### src/rtl/alu_issue_arb.sv
// alu_issue_arb: round-robin issue arbiter in front of one integer ALU.
// Eligible requesters are granted one per cycle into a 2-entry FIFO skid buffer
// whose head drives the ALU execute port (1-cycle latency, no bypass).
// Optional macro ALU_ARB_BR_LOCK_EN: a requester that issues a branch is locked
// out until its branch resolves (br_done_valid/br_done_idx).
module alu_issue_arb #(
   parameter  int NUM_REQS = 4,
   parameter  int DATAW    = 64,
   localparam int REQ_BITS = $clog2(NUM_REQS)
) (
   input  logic                      clk,
   input  logic                      reset,
   input  logic [NUM_REQS-1:0]       req_valid,
   input  logic [NUM_REQS*DATAW-1:0] req_data,
   input  logic [NUM_REQS-1:0]       req_is_br,
   output logic [NUM_REQS-1:0]       req_ready,
   output logic                      out_valid,
   output logic [DATAW-1:0]          out_data,
   output logic [REQ_BITS-1:0]       out_idx,
   input  logic                      out_ready,
   input  logic                      br_done_valid,
   input  logic [REQ_BITS-1:0]       br_done_idx
);

   localparam logic [REQ_BITS:0]   NREQ_W   = (REQ_BITS+1)'(NUM_REQS);
   localparam logic [REQ_BITS-1:0] LAST_IDX = REQ_BITS'(NUM_REQS-1);

   logic [REQ_BITS-1:0] rr_ptr;
   logic [NUM_REQS-1:0] lock_q;
   logic [1:0]          count;
   logic                wr_ptr;
   logic                rd_ptr;
   logic [DATAW-1:0]    buf_data [2];
   logic [REQ_BITS-1:0] buf_idx  [2];

   logic                full;
   logic                push;
   logic                pop;
   logic [NUM_REQS-1:0] elig;
   logic                gnt_vld;
   logic [REQ_BITS-1:0] gnt_idx;

   assign full = (count == 2'd2);
   assign elig = req_valid & ~lock_q & {NUM_REQS{~full}};

   // round-robin search starting at rr_ptr, wrapping past NUM_REQS-1
   always_comb begin
      logic [REQ_BITS:0] pos;
      gnt_vld = 1'b0;
      gnt_idx = '0;
      pos     = '0;
      for (int i = 0; i < NUM_REQS; i++) begin
         pos = {1'b0, rr_ptr} + (REQ_BITS+1)'(i);
         if (pos >= NREQ_W) pos = pos - NREQ_W;
         if (!gnt_vld && elig[pos[REQ_BITS-1:0]]) begin
            gnt_vld = 1'b1;
            gnt_idx = pos[REQ_BITS-1:0];
         end
      end
   end

   // one-hot accept; held low while reset is asserted
   always_comb begin
      req_ready = '0;
      if (gnt_vld && reset) req_ready[gnt_idx] = 1'b1;
   end

   assign push      = gnt_vld & reset;
   assign out_valid = (count != 2'd0);
   assign pop       = out_valid & out_ready;
   assign out_data  = buf_data[rd_ptr];
   assign out_idx   = buf_idx[rd_ptr];

   // FIFO pointers, occupancy and round-robin pointer
   always_ff @(posedge clk or negedge reset) begin
      if (!reset) begin
         count  <= 2'd0;
         wr_ptr <= 1'b0;
         rd_ptr <= 1'b0;
         rr_ptr <= '0;
      end else begin
         if (push) begin
            wr_ptr <= ~wr_ptr;
            rr_ptr <= (gnt_idx == LAST_IDX) ? '0 : gnt_idx + 1'b1;
         end
         if (pop) rd_ptr <= ~rd_ptr;
         case ({push, pop})
            2'b10:   count <= count + 2'd1;
            2'b01:   count <= count - 2'd1;
            default: ;
         endcase
      end
   end

   // payload storage; validity is tracked by count, so no reset needed
   always_ff @(posedge clk) begin
      if (push) begin
         buf_data[wr_ptr] <= req_data[gnt_idx*DATAW +: DATAW];
         buf_idx[wr_ptr]  <= gnt_idx;
      end
   end

`ifdef ALU_ARB_BR_LOCK_EN
   logic [NUM_REQS-1:0] lock_set;
   logic [NUM_REQS-1:0] lock_clr;

   // lock on an accepted branch, unlock on its resolution
   always_comb begin
      lock_set = '0;
      lock_clr = '0;
      if (push) lock_set[gnt_idx] = req_is_br[gnt_idx];
      if (br_done_valid) begin
         for (int i = 0; i < NUM_REQS; i++) begin
            if (br_done_idx == REQ_BITS'(i)) lock_clr[i] = 1'b1;
         end
      end
   end

   // set applied after clear so a same-cycle set wins
   always_ff @(posedge clk or negedge reset) begin
      if (!reset) lock_q <= '0;
      else        lock_q <= (lock_q & ~lock_clr) | lock_set;
   end
`else
   logic unused_br;
   assign lock_q    = '0;
   assign unused_br = ^{req_is_br, br_done_valid, br_done_idx};
`endif

endmodule
### config.mk
export PLATFORM = sky130hd
export DESIGN_NAME = alu_issue_arb
export DESIGN_NICKNAME = d
export VERILOG_FILES = /design/src/rtl/alu_issue_arb.sv
export SDC_FILE = /design/constraint.sdc
export NUM_CORES = 1
export LEC_CHECK = 0
export BUFFER_PORTS_ARGS = -buffer_cell sky130_fd_sc_hd__buf_2
export CAP_MARGIN = 40
export CORE_MARGIN = 3
export CORE_UTILIZATION = 30
export CTS_CLUSTER_DIAMETER = 150
export CTS_CLUSTER_SIZE = 14
export DETAILED_ROUTE_END_ITERATION = 8
export SYNTH_ARGS = -nofsm -noshare
export SYNTH_HDL_FRONTEND = slang
export SYNTH_SLANG_ARGS = --single-unit
### constraint.sdc
create_clock -name clk -period 7.1 [get_ports clk]
set_input_delay 1.065 -clock clk [delete_from_list [all_inputs] [get_ports clk]]
set_output_delay 1.065 -clock clk [all_outputs]
set_load 0.005 [all_outputs]
# ---- Word-level counts from Yosys, hierarchy flattened
# Memory sizes are Yosys's and may differ from the RTL's.
# Index checks and enable logic that the tools add are counted.
dict set report word_totals {
  reg_bits 6
  ramBits 132
  inputBits 270
  out_inout_bits 71
  n_memories 2
}
# memory depth width rd rd_ports_with_merged_regs write_ports line_no
set memory_table {}
lappend memory_table {buf_data 2 64 1 0 1 33} ;# logic [DATAW-1:0] buf_data [2];
lappend memory_table {buf_idx 2 2 1 0 1 34} ;# logic [REQ_BITS-1:0] buf_idx [2];
dict set report classes {
  add_sub_neg 10
  magnitude_cmp 10
  eq_ne 4
  n_shift 1
  mux 27
  bitwise 6
  reduce_logical 10
}
# operator count
set ops {}
lappend ops {{$shiftx A256 B9 Y64} 1}
lappend ops {{$mux W2} 9}
lappend ops {{$lt A2 B3 Y1 const B} 5}
lappend ops {{$mux W1} 11}
lappend ops {{$sub A2 B1 Y2 const B} 5}
lappend ops {{$ge A3 B3 Y1 const B} 3}
lappend ops {{$bmux W1 S2} 4}
lappend ops {{$add A2 B2 Y3 const B} 2}
lappend ops {{$eq A2 B2 Y1 const B} 3}
lappend ops {{$logic_and A1 B1 Y1} 5}
lappend ops {{$add A2 B1 Y2 const B} 2}
lappend ops {{$and A4 B4 Y4} 1}
lappend ops {{$mux W4} 1}
lappend ops {{$pmux W2 S2} 1}
lappend ops {{$reduce_bool A2 Y1} 2}
lappend ops {{$add A2 B1 Y3 const B} 1}
lappend ops {{$ge A2 B3 Y1 const B} 1}
lappend ops {{$logic_not A1 Y1} 3}
lappend ops {{$not A1 Y1} 3}
lappend ops {{$and A1 B1 Y1} 2}
lappend ops {{$demux W1 S2} 1}
lappend ops {{$eq A2 B1 Y1 const B} 1}
lappend ops {{$ge A2 B1 Y1 const B} 1}

# ---- Logic depth before layout (Yosys ltp)
dict set report logic_depth {
  ltp_word 20
  ltp_mapped 9
}

# ---- Worst setup path before layout
# OpenSTA, ideal clock, no wires.
dict set report synth_path {
  path_type {input -> register}
  startpoint {in req_valid[1]}
  endpoint {mem buf_data[0][0] (enable)}
  setup_time_ns 0.490
  arrival_time_ns 4.255
  setup_slack_ns 2.355
  stages 4
  path_buffers 0
  cell_sequence {or4_1 > and3_1 > inv_1 > nor2_1}
}
dict set report synth_between {
  elab_chain_len 16
  word_cells_on_any_way 22
  classes_between {mux (14); bitwise (2); reduce/logical (6)}
}
# element line_no
set synth_rtl {}
lappend synth_rtl {{start, declared} 13} ;# input logic [NUM_REQS-1:0] req_valid,
lappend synth_rtl {{$and A4 B4 Y4 (*)} 44} ;# assign elig = req_valid & ~lock_q & {NUM_REQS{~full}};
lappend synth_rtl {{$bmux W1 S2} 55} ;# if (!gnt_vld && elig[pos[REQ_BITS-1:0]]) begin
lappend synth_rtl {{$mux W1 (implied by the code)} 55}
lappend synth_rtl {{$mux W1} 55}
lappend synth_rtl {{$logic_not A1 Y1} 55}
lappend synth_rtl {{$logic_and A1 B1 Y1} 55}
lappend synth_rtl {{$mux W1} 55}
lappend synth_rtl {{$logic_not A1 Y1} 55}
lappend synth_rtl {{$logic_and A1 B1 Y1} 55}
lappend synth_rtl {{$mux W1} 55}
lappend synth_rtl {{$logic_not A1 Y1} 55}
lappend synth_rtl {{$logic_and A1 B1 Y1} 55}
lappend synth_rtl {{$mux W1 (*)} 55}
lappend synth_rtl {{$and A1 B1 Y1 (*)} 68} ;# assign push = gnt_vld & reset;
lappend synth_rtl {{$mux W1 (*)} 97} ;# if (push) begin
lappend synth_rtl {{$mux W1 (implied by the code) (*)} 98} ;# buf_data[wr_ptr] <= req_data[gnt_idx*DATAW +: DATAW];
lappend synth_rtl {{end, declared} 33}
# Every way passes the cells marked *; elsewhere a longest branch is shown, timed or not. The select of a mux whose other input is x is not followed.

# ---- Worst setup path after layout
dict set report layout_path {
  startpoint {in req_valid[2]}
  endpoint {out req_ready[2]}
}
dict set report layout_between {
  elab_chain_len 18
  word_cells_on_any_way 30
  classes_between {order compare (2); mux (19); bitwise (1); reduce/logical (8)}
}
# element line_no
set layout_rtl {}
lappend layout_rtl {{$and A4 B4 Y4 (*)} 44}
lappend layout_rtl {{$bmux W1 S2} 55}
lappend layout_rtl {{$mux W1 (implied by the code)} 55}
lappend layout_rtl {{$mux W1} 55}
lappend layout_rtl {{$logic_not A1 Y1} 55}
lappend layout_rtl {{$logic_and A1 B1 Y1} 55}
lappend layout_rtl {{$mux W1} 55}
lappend layout_rtl {{$logic_not A1 Y1} 55}
lappend layout_rtl {{[... 2 more ...]} --}
lappend layout_rtl {{$logic_not A1 Y1} 55}
lappend layout_rtl {{$logic_and A1 B1 Y1} 55}
lappend layout_rtl {{$mux W2} 55}
lappend layout_rtl {{$lt A2 B3 Y1 (implied by the code) or $ge A2 B1 Y1 (tied branches)} 65} ;# if (gnt_vld && reset) req_ready[gnt_idx] = 1'b1;
lappend layout_rtl {{$logic_and A1 B1 Y1 (implied by the code)} 65}
lappend layout_rtl {{$mux W1 (implied by the code)} 65}
lappend layout_rtl {{$demux W1 S2} 65}
lappend layout_rtl {{$mux W4 (*)} 65}
lappend layout_rtl {{end, declared} 16} ;# output logic [NUM_REQS-1:0] req_ready,
# Marked as above.

==> impl_results.md <==
- Outcome: finished, final reports clean
- Leakage Power: 0.00399 uW
- Core footprint: 22,800 um^2
- Cell taking the most area after synthesis: edfxtp_1
- Final Hold Fails: 0
- Clock Sinks: about 140
- Top cells by area, synth: edfxtp_1 (57%), mux2_2 (11%), nand2_1 (11%), a32oi_1 (8.0%), a21oi_1 (4.7%)
- Synth warnings: 0
- Seq/Total Area, Yosys: 0.588
- Initial antenna violation count: 2
- Mapped Cells: 617
- Max Freq: 224 MHz
- ANT cells: 0
- Sequential power share: 0.358
- WP buf/inv: 3
- Net Sw Power: 1490 uW
- Grt total ovfl: 0
- FP Rows: 55
- Post-synthesis cell type count: 26
- Die width: between 150 and 200 um
- Crit path launch type: input port
- Detail Route Antenna Nets: 0
- Top-level port count: 341
- Initial Utilization: 0.307
- RSZ-0062 raised after global routing: no
- Crit path kind: in -> out
- Setup repair bufs after CTS: 0
- Total power: around 4100 uW
- Die height: ~160 um
- Worst Skew: 7.25 ps
- Post-Syn Nets: a little under 900
- Dominant delay contributor by cell family on the critical path: compound AO/OA/AOI/OAI gates
- Flops & latches, synth: 138
- CP Data Required Time: between 6000 and 7000 ps
- Maxcap violations: 0
- Placed wire-length estimate: 14.0 mm
- Iteration-0 DRC Markers: 360
- CTS Buffer Depth: 2
- Slew margin rel.: 0.369
- Min-delay worst type: in -> async
- Total iterations of the first detailed-routing run: 4
- Power Density: about 430 nW/um^2
- CTS Buf Count: 17
- Worst IR Drop VDD: around 0.15 mV
- Final Wtd Congestion: 0.756
- Post-CTS Resized: 0
- Mapped Area: 6990 um^2
- Switching share of power: 0.362
- CTS root buffer: clkbuf_16
- Slowest Stage Delay on Critical Path: around 880 ps
- Worst-Margin Slew: 946 ps
- DRT Wirelength: 19.4 mm
- Global-route wire length before repair: about 28 mm
- Cell at the slowest stage of the critical path: a2111oi_4
- Htree depth: 4
- Vias in the first global route: 5,445
- Combinational power share: 0.432
- Fraction of layout cells with a size suffix above 1: 0.472
- Portion of total power attributed to the clock network: 0.210
- Skew-Pair Late Insertion Delay: 410 ps
- Layout overhead on the synthesized area: 36.4%
- Final setup vio count: 0
- Largest net degree at the start of global routing: 88
- Internal: between 2000 and 3000 uW
- CTS Hold Bufs: 0
- Share of the synthesized area in the top cell type: 0.567
- Crit share post-route: 0.629
- # nets final: 1,202
- Clk pin slew, worst setup/hold paths: 60 ps
- Routed length per instance: 15.5 um
- Max Transition Viols Final: 0
- Placed cell area: 8960 um^2
- TNS Setup: 0 ps
- All-Layer GR Usage: 0.144
- Crit-path cells: buf_2 -> nor2b_1 -> mux4_2 -> a2111oi_4 -> inv_1 -> ha_1 -> and2_1 -> buf_2
- # DRC: 0
- Syn_area_per_cell: 11.3 um^2
- Worst-path maximum fanout: 16
- Vias/cell: 4.76
- CTS tree: done
- Final instance area: roughly 9500 um^2
- Data arrival, critical path: 3400 ps
- Total number of vias: 5,960
- Worst path most repeated cell: buf_2
- Crit path time final: 4460 ps
- Die area: approximately 25,000 um^2
- Port Buffers: 333
- Crit end category: output port
==> synth_stat cells <==
library cell,instances
nand2_1,197
edfxtp_1,132
mux2_2,66
a21oi_1,65
a32oi_1,64
clkbuf_1,34
buf_2,10
and2_1,6
dfrtp_1,6
ha_1,5
inv_1,5
buf_1,3
buf_4,3
nor2b_1,3
xnor2_1,3
and3_1,2
nand2b_1,2
nor2_1,2
xor2_1,2
a2111oi_4,1
a21o_1,1
a221o_1,1
mux4_2,1
o21ai_0,1
or2_2,1
or4_1,1
==> power groups by stage <==
stage	clock network, uW	logic [uW]	registers [uW]
after global routing	925	1990	1510
after global placement	0	1710	1520
after CTS	890	1820	1480
after detailed placement	0	1810	1500
final	862	1780	1470
after floorplan	0	1210	1440
==> layer usage <==
layer | global-route usage | vias up | part of all wire
li1 | - | 2910 | -
met1 | 0.165 | 2826 | 0.39
met2 | 0.256 | 198 | 0.52
met3 | 0.0394 | 22 | 0.069
met4 | 0.0504 | 4 | 0.017
met5 | 0 | - | 0.0011
==> registers in the layout, summed over array words and instances (netlist names) <==
register,count
count,2
buf_data,128
wr_ptr,1
rr_ptr,2
buf_idx,4
rd_ptr,1
==> placed cells by master (no fill, tap or decap), types with 5 or more instances in the layout <==
master,netlist,final
nand2_1,197,197
mux2_2,66,66
a32oi_1,64,64
dfrtp_1,6,5
clkbuf_16,0,17
edfxtp_1,132,132
and2_1,6,5
buf_2,10,333
a21oi_1,65,65
ha_1,5,5
buf_4,3,5
==> worst paths after layout <==
path	startpoint	end	cells after the start	slack, ps
worst min register to register	count[1]$_DFFE_PN0P_	count[1]$_DFFE_PN0P_	1	500
max in group asynchronous	reset	rd_ptr$_DFFE_PN0P_	1	6460
min in group clk	count[1]$_DFFE_PN0P_	count[1]$_DFFE_PN0P_	1	500
worst max-delay path	req_valid[2]	req_ready[2]	8	2640
worst min-delay path	reset	rr_ptr[0]$_DFFE_PN0P_	1	470
worst max register to register	rr_ptr[1]$_DFFE_PN0P_	buf_data[1][29]$_DFFE_PP_	5	3840
==> area by class of cell <==
class | count | area (um^2)
Timing Repair Buffer | 341 | 1760
Inverter | 5 | 21.3
Fill cell | 2262 | 13200
Multi-Input combinational cell | 424 | 2670
Clock buffer | 20 | 437
Clock inverter | 12 | 141
Sequential cell | 138 | 4120
Tap cell | 313 | 392
==> metrics by stage <==
step / utilization / setup slack (ps) / instances / hold slack (ps)
4_1_cts: 0.419 / 2640 / 1253 / 449
3_5_place_dp: 0.393 / 2640 / 1221 / 489
5_1_grt: 0.419 / 2500 / 1253 / 458
2_1_floorplan: - / 2360 / 617 / 460
6_report: 0.419 / 2640 / 1253 / 471
3_3_place_gp: 0.391 / 2690 / 1218 / 492
==> kinds of logic (layout without fill, tap and decap cells) <==
group,Yosys count,in the layout,share of synthesized area
buffers and inverters,55,378,0.0329
DFF,138,138,0.588
and+or+nand+nor,214,214,0.120
AOI/OAI and AO/OA,133,133,0.134
adders and majority gates,5,5,0.00894
xor gates and xnor gates,5,5,0.00626
muxes,67,67,0.109
No activity file was read; power rests on OpenSTA's default activity.
